`config.mk`:
```
export PLATFORM = sky130hd
export DESIGN_NAME = beta_mem_stage
export DESIGN_NICKNAME = d
export VERILOG_FILES = /design/src/rtl/beta_mem_stage.sv
export SDC_FILE = /design/constraint.sdc
export NUM_CORES = 1
export LEC_CHECK = 0
export BUFFER_PORTS_ARGS = -buffer_cell sky130_fd_sc_hd__buf_2
export CORE_AREA = 3 3 140 142
export DETAILED_ROUTE_END_ITERATION = 8
export DIE_AREA = 0 0 143 145
export PLACE_DENSITY = 0.75
export RECOVER_POWER = 25
export SLEW_MARGIN = 20
export SYNTH_ARGS = -nofsm -noshare
export SYNTH_HDL_FRONTEND = slang
export SYNTH_SLANG_ARGS = --single-unit
```
`constraint.sdc`:
```
create_clock -name clk -period 2.4 [get_ports clk]
set_clock_uncertainty 0.1 [all_clocks]
set_input_delay 0.12 -clock clk [delete_from_list [all_inputs] [get_ports clk]]
set_output_delay 0.12 -clock clk [all_outputs]
set_load 0.02 [all_outputs]
```
`src/rtl/beta_mem_stage.sv`:
```
// beta_mem_stage: Beta MEM pipeline register with req/ack data memory, stall and timeout trap
module beta_mem_stage #(
   parameter int DW = 32,
   parameter logic [DW-1:0] NOP_IR = 32'h83FF_FFFF,
   parameter logic [DW-1:0] TRAP_IR = 32'h7BDF_FFFF,
   parameter int TIMEOUT = 16
) (
   input  logic          clk,
   input  logic          reset,
   input  logic [1:0]    irsrc,
   input  logic [DW-1:0] pc_in,
   input  logic [DW-1:0] ir_in,
   input  logic [DW-1:0] y_in,
   input  logic [DW-1:0] d_in,
   input  logic          mem_ack,
   input  logic [DW-1:0] mem_rdata,
   output logic          mem_req,
   output logic [DW-1:0] mem_addr,
   output logic [DW-1:0] mem_wdata,
   output logic          mem_we,
   output logic          mem_oe,
   output logic          stall_out,
   output logic          mem_fault,
   output logic [DW-1:0] pc_out,
   output logic [DW-1:0] ir_out,
   output logic [DW-1:0] y_out,
   output logic [DW-1:0] mdata_out
);
   localparam int CW = TIMEOUT > 0 ? $clog2(TIMEOUT + 1) : 1;
   localparam logic [5:0] OP_LD = 6'b011000, OP_LDR = 6'b011111, OP_ST = 6'b011001;
   typedef enum logic {IDLE, WAIT} state_t;
   state_t state;
   logic [DW-1:0] pc, ir, y, d, mdata, nxt_ir;
   logic [CW-1:0] wait_cnt;
   logic [5:0] op, nxt_op;
   logic ld, st, nxt_mem, timeout_hit, load_en;
   assign op = ir[DW-1:DW-6];
   assign ld = op == OP_LD || op == OP_LDR;
   assign st = op == OP_ST;
   assign timeout_hit = TIMEOUT != 0 && state == WAIT && !mem_ack && wait_cnt == CW'(TIMEOUT - 1);
   assign stall_out = state == WAIT && !mem_ack && !timeout_hit;
   assign load_en = !stall_out;
   assign nxt_ir = timeout_hit ? TRAP_IR : irsrc == 2'd0 ? ir_in : irsrc == 2'd1 ? TRAP_IR : NOP_IR;
   assign nxt_op = nxt_ir[DW-1:DW-6];
   assign nxt_mem = nxt_op == OP_LD || nxt_op == OP_LDR || nxt_op == OP_ST;
   assign mem_req = state == WAIT;
   assign mem_we = mem_req && st;
   assign mem_oe = mem_req && ld;
   assign mem_addr = y;
   assign mem_wdata = d;
   assign pc_out = pc;
   assign ir_out = ir;
   assign y_out = y;
   assign mdata_out = mdata;
   // pipeline registers advance unless an access is outstanding; a timeout releases the stall and forces a trap
   always_ff @(posedge clk) begin
      if (reset) begin
         state <= IDLE;
         ir <= NOP_IR;
         pc <= '0;
         y <= '0;
         d <= '0;
         mdata <= '0;
         wait_cnt <= '0;
         mem_fault <= 1'b0;
      end else begin
         mem_fault <= timeout_hit;
         if (state == WAIT && mem_ack && ld) mdata <= mem_rdata;
         if (load_en) begin
            pc <= pc_in;
            y <= y_in;
            d <= d_in;
            ir <= nxt_ir;
            state <= nxt_mem ? WAIT : IDLE;
            wait_cnt <= '0;
         end else wait_cnt <= wait_cnt + CW'(1);
      end
   end
endmodule

```
==> summary.txt, run 1 <==
Setup path
  • Slowest CP cell: or3b_4
  • Top cell by count, worst path: ha_2
  • WP buf/inv: 3
  • Critical Path Source Type: flip-flop
  • Critical Path, Cell by Cell: ha_2, and3_1, ha_2, or3b_4, inv_4, buf_12, buf_4
  • CP top delay family: simple AND/OR/NAND/NOR gates
  • Worst Path Required: around 2.2 ns
  • CP Capture Type: primary output
  • Worst Setup Path Type: flip-flop to primary output
  • Crit path DAT: roughly 2.1 ns
  • Crit path max fanout: 4
  • Worst r2r src: ir_out[26]
  • CP startpoint: wait_cnt[0]
  • CP peak stage delay: around 0.42 ns

Power and ir drop
  • Cell Pwr Density: 622.8 mW/mm^2
  • Total leakage power: 4.626 nW
  • Peak supply drop: 0.4516 mV

STA
  • Worst-Margin Slew: about 0.57 ns
  • Tmin final: about 2.3 ns
  • Final Setup Violations: 0
  • RSZ-0062 raised after global routing: no
  • Period utilisation layout: 0.9521
  • Fin. max-slew vios: 0
  • Final hold viol count: 0
  • Max transition margin: 0.6223
  • Setup tns final: 0 ns
  • Max Fclk: around 440 MHz

Global route
  • Routing usage on met2: 0.3844
  • GR met1 Demand/Resource: 0.2238
  • Met3 usage: 0.04977
  • Largest net degree at the start of global routing: roughly 110
  • Grt peak-use layer: met2
  • Global-route wire length before repair: 35,020 um
  • Total grt overflow: 0
  • Initial antenna violation count: 0
  • Vias in the first global route: slightly below 7,000
  • All-layer global routing usage: 0.2089

Clock tree
  • # clock sinks: around 170
  • Clk slew on worst S/H paths: ~0.070 ns
  • Bufs on Longest Clock Path: 2
  • CTS root buffer: clkbuf_16
  • Num CTS Buffers: 17
  • CTS tree: yes
  • Clock latency on the worst-skew pair: between 0.4 and 0.5 ns
  • Htree depth: 4

Flow run
  • Max cap viols: 0

Floorplanning
  • Ports: 362
  • Die height: ~150 um
  • Die Wd: around 140 um
  • Die area: approximately 0.021 sq mm
  • Starting density of the core: 0.3451
  • # rows: 50
  • Core area: between 0.015 and 0.02 sq mm

Final layout
  • Post-Route Utilization: 0.5596
  • FILL cells: 1,625
  • Layout cells sized above 1: 0.2992
  • P&R area growth vs syn: 62.18%
  • Nets: about 1,400
  • N_diodes: 0

Placement
  • Final GP Congestion: just over 0.8
  • Port Buffer Count: 361
  • HPWL Detailed: 13,410 um

Routing
  • Wirelength per Cell: ~16 um
  • Via density: 4.711
  • Routed via count: roughly 6,800
  • Initial DRC Count: between 200 and 300
  • Post-route ant nets: 0
  • DR pass1 iterations: 5
  • Post-route DRC: 0
  • Final WL: approximately 22,000 um

Yosys
  • Seq cells post-synth: 167
  • Syn Nets: approximately 880
  • Syn_area_per_cell: ~9 sq um
  • Mapped Cells: between 700 and 800
  • Seq/Total Area, Yosys: 0.5215
  • Mapped Area: between 0.006 and 0.007 sq mm
  • Synth warn: 0
  • Synth cell types: 37

Outcome
  • Status: complete, no violations

Worst hold path
  • Worst Hold Class: primary input to flip-flop
  • Worst hold start: mem_ack
-- cells in the final DEF, fill, tap and decap left out, types with 3 or more instances in the layout --
master | netlist | routed
clkbuf_16 | 0 | 17
nor2_1 | 13 | 13
mux2i_1 | 32 | 32
dlygate4sd3_1 | 0 | 164
nand3_1 | 4 | 4
inv_1 | 5 | 5
clkinv_4 | 0 | 3
nand2b_1 | 31 | 31
dfxtp_1 | 167 | 167
buf_12 | 0 | 6
nand2b_2 | 35 | 35
buf_4 | 32 | 14
a211oi_1 | 4 | 4
inv_8 | 0 | 6
buf_2 | 7 | 268
o22a_1 | 25 | 25
clkbuf_1 | 34 | 91
nand2_1 | 193 | 193
a21oi_1 | 98 | 98
nor3_1 | 6 | 6
-- per-layer routing --
metal,share of wire,vias to the layer above
li1,-,3280
met1,0.38,3171
met2,0.53,291
met3,0.056,61
met4,0.033,0
met5,0,-
-- flip-flops by register name, summed over array words and instances (netlist names) --
name / count
ir_out: 32
pc_out: 32
mem_fault: 1
mem_wdata: 32
mem_addr: 32
mem_req: 1
wait_cnt: 5
mdata_out: 32
-- worst reg2reg max path, delay by kind of cell (launching register included) --
kind / cells / cell delay, ns
DFF: 1 / 0.35
AOI/OAI and AO/OA: 1 / 0.28
buffers and inverters: 2 / 0.83
and+or+nand+nor: 1 / 0.42
muxes: 1 / 0.22
-- where the power goes --
group          internal, W  switching, W  total [W]
registers          0.00288     0.0000675    0.00294
logic             0.000433      0.000438   0.000871
clock network      0.00139       0.00127    0.00266
-- logic make-up (layout without fill, tap and decap cells) --
family                     Yosys count  count (layout)  share of synthesized area
AOI/OAI and AO/OA                  134             134                     0.1263
and+or+nand+nor                    291             291                     0.2172
muxes                               32              32                    0.04996
buffers and inverters               86             582                    0.07845
adders and majority gates            2               2                   0.003903
xor gates and xnor gates             2               2                   0.002733
DFF                                167             167                     0.5215
-- synth_stat cells (all sizes together) --
library cell  count  area (sq um)
a211o             2         17.52
a211oi            5         50.05
a21oi            98         490.5
a221oi            1         8.760
and3              2         12.51
buf              44         335.3
clkbuf           35         132.6
dfxtp           167          3343
dlymetal6s2s      1         12.51
ha                2         25.02
inv               6         22.52
mux2i            32         320.3
nand2           193         724.4
nand2b           66         500.5
nand3             4         20.02
nand4b            1         8.760
nor2             13         48.80
nor2b             2         12.51
nor3              6         30.03
nor4b             1         8.760
o2111ai           1         8.760
o21a              1         7.510
o21bai            1         7.510
o22a             25         219.0
or3               2         17.52
or3b              1         8.760
xnor2             1         8.760
xor2              1         8.760
-- through the flow --
stage	cells	instance area (sq um)	setup WS (ns)	total power (W)	hold WS, ns
global placement	1244	8210	0.2457	0.003646	0.2227
floorplan	714	6411	0.3148	0.003378	0.1391
finish	1444	10400	0.1149	0.006476	0.06986
detailed placement	1244	8210	0.1852	0.003655	0.2276
CTS	1442	10480	0.001467	0.006544	0.03548
global route	1444	10400	0.03428	0.006728	0.06936
-- final timing paths --
kind | cells past startpoint | to | slack [ns]
worst max register to register | 5 | mdata_out[9] | 0.16
worst max-delay path | 7 | stall_out | 0.11
worst min register to register | 2 | pc_out[11] | 0.35
worst min-delay path | 3 | ir_out[28] | 0.07
-- repair_timing --
| action | in CTS | in global routing |
|---|---|---|
| setup buffers | 1 | 2 |
| endpoints found under the hold margin | 159 | 0 |
| gates resized for setup | 3 | 1 |
| hold buffers | 164 | 0 |
| gates cloned | 1 | 0 |
| endpoints found under the setup margin | 1 | 1 |
| pin swaps | 1 | 0 |
-- area by class of cell --
class	count	area, sq um	area share
Inverter	6	25.02	0.002407
Multi-Input combinational cell	461	2572	0.2474
Timing Repair Buffer	544	3582	0.3445
Clock buffer	17	425.4	0.04091
Sequential cell	167	3343	0.3215
Clock inverter	15	156.4	0.01504
Tap cell	234	292.8	0.02816
Power figures use the tool's default switching activity.
==> run 2: changes to the inputs <==
HOLD_SLACK_MARGIN = 0.08   (was default)
==> run 2 against run 1 <==
  * Setup slack lost 0.0058 ns
  * Flip-flop and latch count is the same
  * Via count grew 0.90%
  * Largest power group unchanged
  * Wire length grew 0.97%
  * Register-to-register slack lost 0.02 ns
==> summary.txt, run 2 (synthesis gave the netlist of run 1 again) <==
STA
  • Setup tns final: 0 ns
  • Period utilisation layout: 0.9545
  • RSZ-0062 raised after global routing: no
  • Worst-Margin Slew: 0.5714 ns
  • Max Fclk: ~440 MHz
  • Tmin final: between 2 and 2.5 ns
  • Max transition margin: 0.6191
  • Final Setup Violations: 0
  • Fin. max-slew vios: 0
  • Final hold viol count: 0

Routing
  • Final WL: around 23,000 um
  • Routed via count: ~6,900
  • Post-route DRC: 0
  • DR pass1 iterations: 6
  • Initial DRC Count: 304
  • Via density: 4.731
  • Wirelength per Cell: 15.62 um
  • Post-route ant nets: 0

Final layout
  • Most frequent cells in the layout: buf_2, nand2_1, dlygate4sd3_1
  • P&R area growth vs syn: 63.15%
  • Multi-input logic area: 0.002572 sq mm
  • Layout cells sized above 1: 0.2977
  • Post-Route Utilization: 0.5630
  • Total area of sequential cells: between 0.003 and 0.004 sq mm
  • FILL cells: between 1,500 and 2,000
  • Nets: ~1,400
  • Commonest non-fill, non-tap cell in the layout: buf_2

Setup path
  • R2R Setup Slk: 0.14 ns
  • Worst Setup Path Type: flip-flop to primary output
  • CP endpoint: stall_out
  • Reg2reg end: mdata_out[9]
  • Crit path max fanout: 4
  • CP startpoint: wait_cnt[0]
  • Critical Path Source Type: flip-flop
  • Worst Path Required: ~2.2 ns
  • Reg2Reg Depth: 5
  • Crit path DAT: about 2.1 ns
  • CP Capture Type: primary output
  • Worst r2r src: ir_out[26]

Placement
  • Final GP Congestion: about 0.82
  • HPWL Detailed: roughly 13,000 um
  • Port Buffer Count: ~360

Floorplanning
  • Starting density of the core: 0.3451
  • Die area: 0.02074 sq mm
  • # rows: 50
  • Die height: 145 um
  • Core area: approximately 0.019 sq mm
  • Die Wd: around 140 um
  • Ports: 362

Flow run
  • Max cap viols: 0

Global route
  • Largest net degree at the start of global routing: around 110
  • All-layer global routing usage: 0.2111
  • Global-route wire length before repair: between 30,000 and 40,000 um
  • Initial antenna violation count: 1
  • Vias in the first global route: 7,010
  • Total grt overflow: 0

Power and ir drop
  • Total leakage power: between 4 and 5 nW
  • Peak supply drop: 0.4565 mV
  • Cell Pwr Density: 620.8 mW/mm^2

Clock tree
  • Num CTS Buffers: 17
  • Bufs on Longest Clock Path: 2
  • Htree depth: 4
  • CTS root buffer: clkbuf_16
  • # clock sinks: between 150 and 200
  • CTS tree: yes
  • Clock latency on the worst-skew pair: about 0.43 ns
  • Clk slew on worst S/H paths: 0.07 ns

Outcome
  • Status: complete, no violations

Worst hold path
  • Worst Hold Class: primary input to flip-flop
-- run 2: where the power goes --
group / internal [W] / total [W] / switching (W)
logic: 0.000439 / 0.000879 / 0.000440
registers: 0.00288 / 0.00294 / 0.0000674
clock network: 0.00139 / 0.00267 / 0.00128
-- run 2: cell type report --
type / count / share of cell area
repair buffers: 550 / 0.3482
flip-flops and latches: 167 / 0.3196
multi-input cells: 461 / 0.2459
clock buffers: 17 / 0.04067
well taps: 234 / 0.02799
clock inverters: 15 / 0.01495
inverters: 6 / 0.002392
diodes: 1 / 0.0002392
-- run 2: worst max-delay path, stage by stage, from the launching register on --
cell and delay (ns):
dfxtp_1 0.33, ha_2 0.19, and3_1 0.18, ha_2 0.19
or3b_4 0.42, inv_4 0.09, buf_12 0.11, buf_4 0.13
-- run 2: how the worst min path moves through the flow --
| stage | start | end | slack [ns] | depth (start not counted) |
|---|---|---|---|---|
| final | ir_in[21] | ir_out[21] | 0.07 | 4 |
| after global routing | ir_in[21] | ir_out[21] | 0.11 | 4 |
| after CTS | ir_in[21] | ir_out[21] | 0.08 | 4 |
| after detailed placement | ir_in[24] | ir_out[24] | 0.23 | 2 |
| after global placement | ir_in[25] | ir_out[25] | 0.22 | 2 |
| after floorplan | ir_in[0] | ir_out[0] | 0.14 | 1 |
-- run 2: stage by stage --
stage	setup slack, ns	hold slack (ns)	instance area, sq um	instances	power (W)
CTS	0.001467	0.08024	10540	1448	0.006550
global route	0.03515	0.1074	10460	1451	0.006734
global placement	0.2457	0.2227	8210	1244	0.003646
finish	0.1091	0.07119	10460	1451	0.006494
detailed placement	0.1852	0.2276	8210	1244	0.003655
floorplan	0.3148	0.1391	6411	714	0.003378
-- run 2: timing repair --
item	in CTS	in global routing
setup buffers	1	2
pin swaps	1	0
resized for setup	3	1
hold buffers	170	0
hold endpoints to repair	160	0
setup endpoints to repair	1	1
cloned	1	0
-- run 2: metal layers --
metal	vias to the layer above	global-route usage	share of wire	wire length (um)
met5	-	0	0	0
met4	0	0.08983	0.033	749
met3	65	0.04713	0.056	1260
met2	301	0.3882	0.54	12230
met1	3209	0.2283	0.37	8430
li1	3289	-	-	-
==> run 3: changes to the inputs <==
CORE_AREA = 3 3 141 143   (was 3 3 140 142)
CTS_BUF_LIST = sky130_fd_sc_hd__clkbuf_4 sky130_fd_sc_hd__clkbuf_8   (was default)
DIE_AREA = 0 0 144 146   (was 0 0 143 145)
PLACE_DENSITY = 0.74   (was 0.75)
==> run 3 against run 2 <==
  * Sequential share of layout area grew 0.51 points
  * Clock power is 19% lower
  * Sequential power is essentially flat
  * First-iteration DRC count decreased by 14%
  * Flip-flop and latch count unchanged
  * Via count fell by 2.0%
  * Critical endpoint is now mem_req
  * Highest routed layer unchanged
==> summary.txt, run 3 (synthesis gave the netlist of run 1 again) <==
Setup path
  • Reg2Reg Depth: 9
  • Crit path DAT: between 2 and 3 ns
  • Worst Setup Path Type: primary input to flip-flop
  • WP depth: 7
  • Crit path max fanout: 6
  • CP peak stage delay: around 0.6 ns
  • Worst Path Required: between 2 and 3 ns
  • Slowest CP cell: dlygate4sd3_1
  • WP buf/inv: 4
  • CP top delay family: buffers and inverters
  • Critical Path, Cell by Cell: dlygate4sd3_1, buf_2, nor3_2, o2111ai_1, dlygate4sd3_1, a221oi_1, dlygate4sd3_1
  • Top cell by count, worst path: dlygate4sd3_1
  • CP Capture Type: flip-flop
  • Critical Path Source Type: primary input

Floorplanning
  • Die area: about 0.021 sq mm
  • # rows: 50
  • Ports: between 300 and 400
  • Die height: between 100 and 150 um
  • Die Wd: between 100 and 150 um
  • Core area: between 0.015 and 0.02 sq mm
  • Starting density of the core: 0.3427

STA
  • Period utilisation layout: 0.9815
  • Max Fclk: between 400 and 500 MHz
  • Setup tns final: 0 ns
  • Final Setup Violations: 0
  • Worst-Margin Slew: roughly 0.89 ns
  • Final hold viol count: 0
  • Max transition margin: 0.4026
  • Fin. max-slew vios: 0
  • Final worst slack: 0.04444 ns
  • Tmin final: about 2.4 ns
  • RSZ-0062 raised after global routing: no

Outcome
  • Status: complete, no violations

Final layout
  • P&R area growth vs syn: 60.58%
  • FILL cells: between 1,500 and 2,000
  • Commonest non-fill, non-tap cell in the layout: buf_2
  • Post-Route Utilization: 0.5504
  • Most frequent cells in the layout: buf_2, nand2_1, dlygate4sd3_1
  • Layout cells sized above 1: 0.2953
  • Final instance area: 0.01029 sq mm
  • Nets: between 1,000 and 1,500

Global route
  • Global-route wire length before repair: 33,290 um
  • All-layer global routing usage: 0.1974
  • Largest net degree at the start of global routing: approximately 170
  • Vias in the first global route: around 6,700
  • Total grt overflow: 0
  • Initial antenna violation count: 1

Placement
  • Final GP Congestion: 0.8456
  • Pre-CTS WS: slightly above 0.2 ns
  • DP Area: slightly above 0.008 sq mm
  • HPWL Detailed: 13,010 um
  • Port Buffer Count: between 300 and 400

Clock tree
  • # clock sinks: around 170
  • Bufs on Longest Clock Path: 2
  • Htree depth: 4
  • Clock latency on the worst-skew pair: ~0.44 ns
  • Clk slew on worst S/H paths: ~0.090 ns
  • CTS root buffer: clkbuf_8
  • CTS tree: yes
  • Num CTS Buffers: 17

Routing
  • DR pass1 iterations: 4
  • Routed via count: slightly below 7,000
  • Wirelength per Cell: ~15 um
  • Initial DRC Count: approximately 260
  • Post-route DRC: 0
  • Final WL: between 20,000 and 25,000 um
  • Via density: ~4.7
  • Post-route ant nets: 0

Flow run
  • Max cap viols: 0

Power and ir drop
  • Total leakage power: ~4.6 nW
  • Cell Pwr Density: about 580 mW/mm^2
  • Peak supply drop: between 0.4 and 0.5 mV
  • Total power: between 0.005 and 0.006 W

Worst hold path
  • Worst Hold Class: primary input to flip-flop
  • Worst hold stages: 4
-- run 3: metal layers --
layer	up-vias	global-route usage	routed length [um]
li1	3278	-	-
met1	3107	0.2076	8382
met2	277	0.3585	11590
met3	66	0.04798	1352
met4	0	0.1008	787
met5	-	0	0
-- run 3: worst reg2reg max path: cells and delay by family (launching register included) --
| family | cells | cell delay [ns] |
|---|---|---|
| flops | 1 | 0.34 |
| fa+ha+maj | 2 | 0.41 |
| simple gates | 3 | 0.69 |
| buf+inv | 3 | 0.53 |
| compound gates | 1 | 0.14 |
-- run 3: worst paths after layout --
path | from | endpoint | slack [ns]
setup reg to reg | wait_cnt[0] | mem_wdata[11] | 0.12
hold / removal | irsrc[0] | ir_out[21] | 0.17
hold reg to reg | pc_out[29] | pc_out[29] | 0.35
setup / recovery | irsrc[1] | mem_req | 0.04
-- run 3: layout make-up --
class / count / area [sq um] / share of cell area
repair buffers: 543 / 3617 / 0.3514
flip-flops and latches: 167 / 3343 / 0.3247
multi-input cells: 461 / 2575 / 0.2501
well taps: 234 / 292.8 / 0.02844
clock buffers: 17 / 234.0 / 0.02273
clock inverters: 15 / 202.7 / 0.01969
inverters: 6 / 27.53 / 0.002674
diodes: 1 / 2.502 / 0.0002431
-- run 3: report_power, final --
group,total [W],internal [W],switching (W)
registers,0.00294,0.00288,0.0000637
logic,0.000875,0.000439,0.000436
clock network,0.00216,0.000992,0.00117
total,0.00598,0.00431,0.00167
-- run 3: what timing repair did --
action                                  in CTS  in global routing
cloned                                       2                  0
gates resized for setup                      5                  1
pin swaps                                    1                  0
setup buffers                                3                  0
hold buffers                               169                  0
hold endpoints to repair                   163                  0
endpoints found under the setup margin       1                  1
-- run 3: stage by stage --
step	hold slack, ns	cells
detailed placement	0.2284	1237
global route	0.1555	1444
CTS	0.1214	1443
global placement	0.2219	1237
finish	0.1698	1444
floorplan	0.1391	714
